<file path="config.mk">
export PLATFORM = sky130hd
export DESIGN_NAME = timer_intc
export DESIGN_NICKNAME = d
export VERILOG_FILES = /design/src/rtl/timer_pkg.sv /design/src/rtl/intc_evt_cnt.sv /design/src/rtl/timer_intc.sv
export SDC_FILE = /design/constraint.sdc
export NUM_CORES = 1
export LEC_CHECK = 0
export CORE_UTILIZATION = 25
export CTS_CLUSTER_SIZE = 40
export DETAILED_ROUTE_END_ITERATION = 10
export DONT_BUFFER_PORTS = 1
export MAX_ROUTING_LAYER = met4
export SYNTH_ARGS = -nofsm -noshare
export SYNTH_HDL_FRONTEND = slang
export SYNTH_HIERARCHICAL = 1
export SYNTH_SLANG_ARGS = --single-unit
</file>
<file path="constraint.sdc">
create_clock -name pclk -period 2.49 [get_ports pclk]
set_clock_uncertainty 0.05 [all_clocks]
set_input_delay 0.1245 -clock pclk [delete_from_list [all_inputs] [get_ports pclk]]
set_output_delay 0.1245 -clock pclk [all_outputs]
set_load 0.005 [all_outputs]
</file>
<file path="src/rtl/timer_pkg.sv">
// Shared timer/interrupt-controller definitions: register offsets, flag bit
// positions and the APB phase encoding.
package timer_pkg;

    localparam logic [7:0] TIMER_TDR   = 8'h00;
    localparam logic [7:0] TIMER_TCR   = 8'h01;
    localparam logic [7:0] TIMER_TSR   = 8'h02;

    localparam logic [7:0] INTC_IER    = 8'h00;
    localparam logic [7:0] INTC_IPR    = 8'h01;
    localparam logic [7:0] INTC_ICR    = 8'h02;
    localparam logic [7:0] INTC_OFCNT  = 8'h03;
    localparam logic [7:0] INTC_UFCNT  = 8'h04;

    localparam int OF_BIT = 0;
    localparam int UF_BIT = 1;

    typedef enum logic [1:0] {
        IDLE   = 2'd0,
        SETUP  = 2'd1,
        ACCESS = 2'd2
    } apb_state_t;

endpackage

</file>
<file path="src/rtl/intc_evt_cnt.sv">
// Saturating event counter; a clear coinciding with an increment loads 1 so
// that the event is never lost.
module intc_evt_cnt #(
    parameter int W = 8
) (
    input  logic         clk,
    input  logic         rst_n,
    input  logic         inc,
    input  logic         clr,
    output logic [W-1:0] cnt
);

    always_ff @(posedge clk or negedge rst_n) begin
        if (!rst_n) begin
            cnt <= '0;
        end else if (clr) begin
            cnt <= inc ? W'(1) : '0;
        end else if (inc && cnt != {W{1'b1}}) begin
            cnt <= cnt + 1'b1;
        end
    end

endmodule

</file>
<file path="src/rtl/timer_intc.sv">
// Interrupt controller for the 8-bit timer: latches of/uf rising edges as
// pending bits, masks them, counts them, and drives a level or pulse irq.
module timer_intc
    import timer_pkg::*;
#(
    parameter int ADDR_WIDTH = 8,
    parameter int DATA_WIDTH = 8,
    parameter int CNT_WIDTH  = 8
) (
    input  logic                  pclk,
    input  logic                  preset_n,
    input  logic                  psel,
    input  logic                  penable,
    input  logic                  pwrite,
    input  logic [ADDR_WIDTH-1:0] paddr,
    input  logic [DATA_WIDTH-1:0] pwdata,
    output logic [DATA_WIDTH-1:0] prdata,
    output logic                  pready,
    output logic                  pslverr,
    input  logic                  of_i,
    input  logic                  uf_i,
    output logic                  irq
);

    apb_state_t            state;
    logic [1:0]            ier, ipr, ipr_d, lvl_q, evt, ipr_n;
    logic                  gie, mode;
    logic [CNT_WIDTH-1:0]  ofcnt, ufcnt;
    logic [DATA_WIDTH-1:0] rd_data;
    logic                  setup_ph, commit, mapped;
    logic                  wr_ier, wr_ipr, wr_icr, wr_ofcnt, wr_ufcnt;
    logic                  unused_wdata;

    assign unused_wdata = ^pwdata[DATA_WIDTH-1:2];

    assign evt      = {uf_i, of_i} & ~lvl_q;
    assign setup_ph = psel & ~penable;
    // state holds the phase sampled at the previous edge, so SETUP here
    // coincides with the bus access cycle and this edge ends it.
    assign commit   = (state == SETUP) & psel & penable & pwrite;
    assign mapped   = paddr <= ADDR_WIDTH'(INTC_UFCNT);
    assign wr_ier   = commit & (paddr == ADDR_WIDTH'(INTC_IER));
    assign wr_ipr   = commit & (paddr == ADDR_WIDTH'(INTC_IPR));
    assign wr_icr   = commit & (paddr == ADDR_WIDTH'(INTC_ICR));
    assign wr_ofcnt = commit & (paddr == ADDR_WIDTH'(INTC_OFCNT));
    assign wr_ufcnt = commit & (paddr == ADDR_WIDTH'(INTC_UFCNT));

    // Event set is OR-ed after the write-0-clear so a same-cycle event wins.
    assign ipr_n = (wr_ipr ? (ipr & pwdata[1:0]) : ipr) | evt;

    always_comb begin
        rd_data = '0;
        if (paddr == ADDR_WIDTH'(INTC_IER))        rd_data = DATA_WIDTH'(ier);
        else if (paddr == ADDR_WIDTH'(INTC_IPR))   rd_data = DATA_WIDTH'(ipr);
        else if (paddr == ADDR_WIDTH'(INTC_ICR))   rd_data = DATA_WIDTH'({mode, gie});
        else if (paddr == ADDR_WIDTH'(INTC_OFCNT)) rd_data = DATA_WIDTH'(ofcnt);
        else if (paddr == ADDR_WIDTH'(INTC_UFCNT)) rd_data = DATA_WIDTH'(ufcnt);
    end

    always_ff @(posedge pclk or negedge preset_n) begin
        if (!preset_n) begin
            state   <= IDLE;
            pready  <= 1'b0;
            pslverr <= 1'b0;
            prdata  <= '0;
        end else begin
            pready  <= 1'b0;
            pslverr <= 1'b0;
            prdata  <= '0;
            if (setup_ph) begin
                state   <= SETUP;
                pready  <= 1'b1;
                pslverr <= ~mapped;
                prdata  <= rd_data;
            end else begin
                case (state)
                    SETUP:   state <= (psel & penable) ? ACCESS : IDLE;
                    default: state <= IDLE;
                endcase
            end
        end
    end

    always_ff @(posedge pclk or negedge preset_n) begin
        if (!preset_n) begin
            ier   <= '0;
            gie   <= 1'b0;
            mode  <= 1'b0;
            ipr   <= '0;
            ipr_d <= '0;
            lvl_q <= '0;
            irq   <= 1'b0;
        end else begin
            if (wr_ier) ier <= pwdata[1:0];
            if (wr_icr) {mode, gie} <= pwdata[1:0];
            ipr   <= ipr_n;
            ipr_d <= ipr;
            lvl_q <= {uf_i, of_i};
            // Pulse mode looks only at fresh 0->1 pending transitions.
            irq   <= gie & (mode ? |(ipr & ~ipr_d & ier) : |(ipr & ier));
        end
    end

    intc_evt_cnt #(.W(CNT_WIDTH)) u_of_cnt (
        .clk   (pclk),
        .rst_n (preset_n),
        .inc   (evt[OF_BIT]),
        .clr   (wr_ofcnt),
        .cnt   (ofcnt)
    );

    intc_evt_cnt #(.W(CNT_WIDTH)) u_uf_cnt (
        .clk   (pclk),
        .rst_n (preset_n),
        .inc   (evt[UF_BIT]),
        .clr   (wr_ufcnt),
        .cnt   (ufcnt)
    );

endmodule

</file>
Yosys cells after proc, flatten, opt, wreduce, memory -nomap -nowiden:

Index checks and enable logic that the tools add are counted.

* flip-flop bits (word level): 39
* input port bits: 23
* output and inout port bits: 11
* word-level logic and storage cells: 70

* add/sub/neg operators: 2
* order comparisons: 1
* eq/ne operators: 7
* muxes and demuxes: 19
* bitwise logic cells: 21
* reductions and logical operators: 7

Operators by type and width (number)
* $mux W8: 10
* $add A8 B1 Y8 const B: 2
* $eq A8 B2 Y1 const B: 2
* $ne A8 B8 Y1 const B: 2
* $and A1 B1 Y1: 11
* $and A2 B2 Y2: 5
* $eq A8 B1 Y1 const B: 1
* $eq A8 B3 Y1 const B: 1
* $le A8 B3 Y1 const B: 1
* $logic_not A8 Y1: 1
* $mux W2: 4
* $mux W1: 5
* $not A2 Y2: 2
* $reduce_bool A2 Y1: 2
* $reduce_or A2 Y1: 2
* $eq A2 B1 Y1 const B: 1
* $logic_and A1 B1 Y1: 2
* $not A1 Y1: 2
* $or A2 B2 Y2: 1

Depth between registers and ports, before layout:

* word-level depth: 7
* mapped depth: 7
* mapped depth without buffers: 5

By module:

The synthesis kept the hierarchy.

Modules (own cells, without submodules)
* timer_intc: instances 1, cells each 93, area an instance 1011.0 um2, sequential area each 550.5 um2
* intc_evt_cnt: instances 2, cells each 47, area an instance 473.0 um2, sequential area each 200.2 um2

Worst setup path after synthesis:

No wires, ideal clock.

* kind: input port to flip-flop
* from: in paddr[0]
* to: reg u_uf_cnt.cnt[0]
* library setup time: 0.134 ns
* arrival: 1.903 ns
* data required time: 2.306 ns
* setup slack: 0.402 ns
* stages on the path: 7
* path buffers: 2
* cell sequence: clkbuf_1 > or3b_2 > nor3_1 > and3_1 > clkbuf_1 > nand2b_1 > o211ai_1

* cells in the longest elaborated chain, start to end: 3
* elaborated cells on any way between the ends: 4
* those cells by class: eq/ne (1); mux (1); bitwise (1); reduce/logical (1)

Ends and longest elaborated chain
* from (decl): RTL line timer_intc.sv:15 `input logic [ADDR_WIDTH-1:0] paddr,`
* $eq A8 B3 Y1 *: RTL line timer_intc.sv:46 `assign wr_ufcnt = commit & (paddr == ADDR_WIDTH'(INTC_UFCNT));`
* $and A1 B1 Y1 *: RTL line timer_intc.sv:46
* via wr_ufcnt: RTL line timer_intc.sv:31 `logic wr_ier, wr_ipr, wr_icr, wr_ofcnt, wr_ufcnt;`
* $mux W8 or $reduce_bool A2 Y1 (tied branches)
* to (signal assigned): RTL line intc_evt_cnt.sv:17 `cnt <= inc ? W'(1) : '0;`
* to (signal assigned): RTL line intc_evt_cnt.sv:19 `cnt <= cnt + 1'b1;`
* to (decl): RTL line intc_evt_cnt.sv:10 `output logic [W-1:0] cnt`

The timed path passes the listed nets; every way through them passes the cells marked *.
A chain may end at the register's enable or synchronous reset.

Final worst setup path:

* from: reg state[1]
* to: reg mode

* cells in the longest elaborated chain, start to end: 5

Ends and longest elaborated chain
* from (decl): RTL line timer_intc.sv:25 `apb_state_t state;`
* from (signal assigned): RTL line timer_intc.sv:77 `SETUP: state <= (psel & penable) ? ACCESS : IDLE;`
* $eq A2 B1 Y1: RTL line timer_intc.sv:40 `assign commit = (state == SETUP) & psel & penable & pwrite;`
* $and A1 B1 Y1 (3 in series): RTL line timer_intc.sv:40
* $and A1 B1 Y1: RTL line timer_intc.sv:44 `assign wr_icr = commit & (paddr == ADDR_WIDTH'(INTC_ICR));`
* to (signal assigned): RTL line timer_intc.sv:95 `if (wr_icr) {mode, gie} <= pwdata[1:0];`
* to (decl): RTL line timer_intc.sv:27 `logic gie, mode;`

No other way between the ends.

==> summary.txt <==
Outcome
  – Status: finished, final reports clean

STA
  – RSZ-0062 raised after global routing: false
  – Slew margin rel.: between 60% and 70%
  – Final hold viol count: 0
  – Tmin final: between 1.5 and 2 ns
  – Worst Max-Slew Pin Slew: between 0.5 and 0.6 ns
  – Setup TNS: 0 ns
  – Pins Over Slew Limit: 0
  – Setup violators final: 0
  – Final period util: between 70 and 80%
  – Max Freq: slightly above 500 MHz

Detailed routing
  – DRT iter0 DRCs: 76
  – Post-DR wirelength/cell: approximately 15 um
  – Routed vias: between 1000 and 1500
  – Via/cell ratio: around 5
  – Drt pass-1 iters: 4
  – Detailed Route WL: around 4.4 mm
  – Final ANT Viol Nets: 0
  – DR DRC count: 0

Synthesis
  – Simple-gate share of the synthesized area: about a quarter
  – Main combinational cell family by area after synthesis: simple AND/OR/NAND/NOR gates
  – Top_reg_cell synth: dfrtp_1
  – Distinct cells, synth: 45
  – Post-synthesis sequential area ratio: 48.6%
  – Xor and xnor area share after synthesis: 0%
  – Syn Nets: 212
  – Multiplexer area fraction after synthesis: under 10%
  – Synth Area in Compound Gates: between 10% and 20%
  – EDFF count, synth: 0
  – Avg Cell Area, Syn: about 10 sq um
  – FF+latch count, synth: 38
  – Synthesized area: around 2000 sq um
  – Adder-Cell Fraction of Synth Area: between 1 and 1.5%
  – Syn Inst Count: 187
  – Synthesis Warnings: 6
  – Async SR Flop Fraction: 100%

Worst setup path
  – Reg-to-reg endpoint: mode
  – Arr. time, crit path: about 2.1 ns
  – Setup crit start: state[1]
  – Worst Path Required: between 2 and 3 ns
  – Reg-to-reg slack, setup: roughly 0.55 ns
  – Crit path max fanout: 5
  – Worst reg2reg path depth: 4
  – Worst path bufs/invs: 0
  – Crit path cell chain: and4b_1 -> or4b_4 -> nor3b_4 -> mux2_1
  – CP Depth: 4
  – CP Capture Type: flop
  – Setup crit end: mode
  – Worst R2R Start: state[1]
  – Kind of critical path: flop to flop
  – Critical-path top delay cell: or4b_4
  – CP startpoint kind: flop
  – CP peak stage delay: between 0.5 and 0.6 ns
  – Top delay family on crit path: simple AND/OR/NAND/NOR gates

Die
  – Num rows: 31
  – Die width: 90.5 um
  – Core area: ~7400 sq um
  – Initial Util: a little over a quarter
  – Die area: a little over 8000 sq um
  – DIE HEIGHT: ~90 um
  – Number of I/O pins: 34

Clock network
  – Clock transition at path regs: approximately 0.07 ns
  – CTS tree: built
  – Sink Count: 38
  – Insertion delay to the later sink of the worst-skew pair: ~0.29 ns
  – Total CTS buffers: 5
  – Setup Fix Bufs, Post-CTS: 0
  – Post-cts resize count: 0
  – H-tree Lvls: 2
  – Clk buf depth: 2
  – CTS Root Buffer Type: clkbuf_8

Global route
  – Largest net degree at the start of global routing: 39
  – Vias in the first global route: approximately 1500
  – First-pass GRT wire length: roughly 7.6 mm
  – Initial antenna violation count: 0
  – Grt ovf: 0
  – Total GRT Usage: ~12%

Final layout
  – Total Nets Final: 223
  – Multi-input logic area: around 900 sq um
  – Area Overhead vs Synth: 14.8%
  – Fin util: 30.3%
  – Ant. Diodes: 0
  – Reg area: approximately 950 sq um
  – Share of cells above drive strength 1: between 10% and 20%
  – Design area: 2250 sq um
  – Fillers: 758

Placed design
  – PortBufs: 0
  – DP Area: between 2000 and 2500 sq um
  – GP Congestion: around 0.76
  – HPWL Detailed: slightly above 3 mm

Pwr
  – PwrDens: 671 nW/um^2
  – Pleak: between 0.0009 and 0.001 uW
  – Worst vdd ir: ~0.21 mV

Run
  – Max-Cap Viols: 0

Worst hold path
  – HP Class: primary input to flop
[cells in the final DEF, fill, tap and decap left out, types with 5 or more instances in the layout]
| cell | netlist | routed |
|---|---|---|
| dfrtp_1 | 38 | 38 |
| inv_1 | 10 | 10 |
| nor3_1 | 7 | 7 |
| nor2_1 | 7 | 7 |
| nand3_1 | 5 | 5 |
| dlygate4sd3_1 | 0 | 8 |
| nand2b_1 | 13 | 13 |
| nand2_1 | 9 | 9 |
| a22oi_1 | 5 | 5 |
| and3_1 | 5 | 5 |
| clkbuf_8 | 0 | 6 |
| a21oi_1 | 15 | 15 |
| or3_1 | 5 | 5 |
[kinds of logic (layout without fill, tap and decap cells)]
logic type / count (synthesis) / in the layout
buffers and inverters: 17 / 29
muxes: 7 / 7
DFF: 38 / 38
AOI/OAI and AO/OA: 46 / 46
adders and majority gates: 2 / 2
and+or+nand+nor: 77 / 77
[per-layer routing]
| layer | part of all wire (%) | vias to the layer above | global-route usage, % |
|---|---|---|---|
| li1 | - | 714 | - |
| met2 | 46 | 29 | 17.4 |
| met3 | 6.4 | 6 | 4.55 |
| met4 | 1.4 | 0 | 4.03 |
| met5 | 0 | - | - |
| met1 | 46 | 748 | 15.4 |
[report_power, final]
part,switching [uW],internal (uW),leakage (uW)
logic,113,122,0.000388
registers,141,699,0.000474
clock network,209,223,0.0000482
[worst min path at each step]
stage | endpoint | slack (ns) | depth (start not counted) | startpoint
6_report | prdata[1] | 0.01 | 3 | paddr[2]
5_1_grt | mode | 0.02 | 2 | paddr[0]
4_1_cts | prdata[0] | 0.009 | 3 | paddr[2]
3_5_place_dp | mode | -0.22 | 0 | preset_n
3_3_place_gp | mode | -0.22 | 0 | preset_n
2_1_floorplan | gie | -0.22 | 0 | preset_n
[cell usage after synthesis (all sizes together) (2+ instances only)]
library cell | instances | share of area (%)
mux2i | 3 | 1.5
nor3 | 8 | 2.3
a21oi | 15 | 3.8
nand2b | 13 | 4.2
and4 | 2 | 1.2
or3 | 5 | 1.6
clkbuf | 4 | 0.77
nand2 | 9 | 1.7
mux2 | 4 | 2.3
o21ai | 4 | 1.0
inv | 10 | 1.9
a211o | 2 | 0.90
dfrtp | 38 | 49
nand4 | 5 | 2.2
nor2 | 7 | 1.3
a211oi | 2 | 0.77
a311oi | 2 | 0.90
o22ai | 2 | 0.64
a21boi | 2 | 1.2
and3 | 5 | 1.6
or2 | 2 | 0.64
and4bb | 2 | 1.3
a2111oi | 3 | 2.0
nor4 | 2 | 0.64
nand3 | 5 | 1.3
a41oi | 2 | 0.90
a22oi | 5 | 1.9
or4 | 2 | 0.96
buf | 3 | 1.3
ha | 2 | 1.3
o211ai | 2 | 0.77
o31ai | 4 | 1.5
nor3b | 3 | 1.7
nor2b | 4 | 1.3
[worst register-to-register path: stages (launching register included)]
cell and delay, ns:
dfrtp_1 0.36, and4b_1 0.30, or4b_4 0.54, nor3b_4 0.24, mux2_1 0.34
[stage by stage]
stage | setup WS, ns | hold slack, ns | power (uW) | instances
after floorplan | 0.402 | -0.221 | 1020 | 187
after global placement | 0.522 | -0.220 | 1050 | 281
after detailed placement | 0.511 | -0.220 | 1060 | 281
after CTS | 0.534 | 0.00896 | 1530 | 298
after global routing | 0.471 | 0.0172 | 1610 | 298
final | 0.549 | 0.0143 | 1510 | 298
[timing repair]
action                                  4_1_cts  5_1_grt
hold endpoints to repair                     49        0
endpoints found under the setup margin        0        0
hold buffers                                  9        0
[cell type report]
type                       instances  area share (%)
clock buffer                       7            3.84
clock inverter                     1           0.223
inverter                          10            1.67
multi-input combinational        132            41.3
sequential                        38            42.3
tap                               99            5.52
timing repair buffer              11            5.13
[sequential cells by signal, indices dropped and copies added (netlist names)]
name          cells
irq               1
state             2
ipr_d             2
gie               1
prdata            8
ier               2
mode              1
u_uf_cnt/cnt      8
lvl_q             2
pslverr           1
ipr               2
u_of_cnt/cnt      8
No activity file was read; power rests on OpenSTA's default activity.
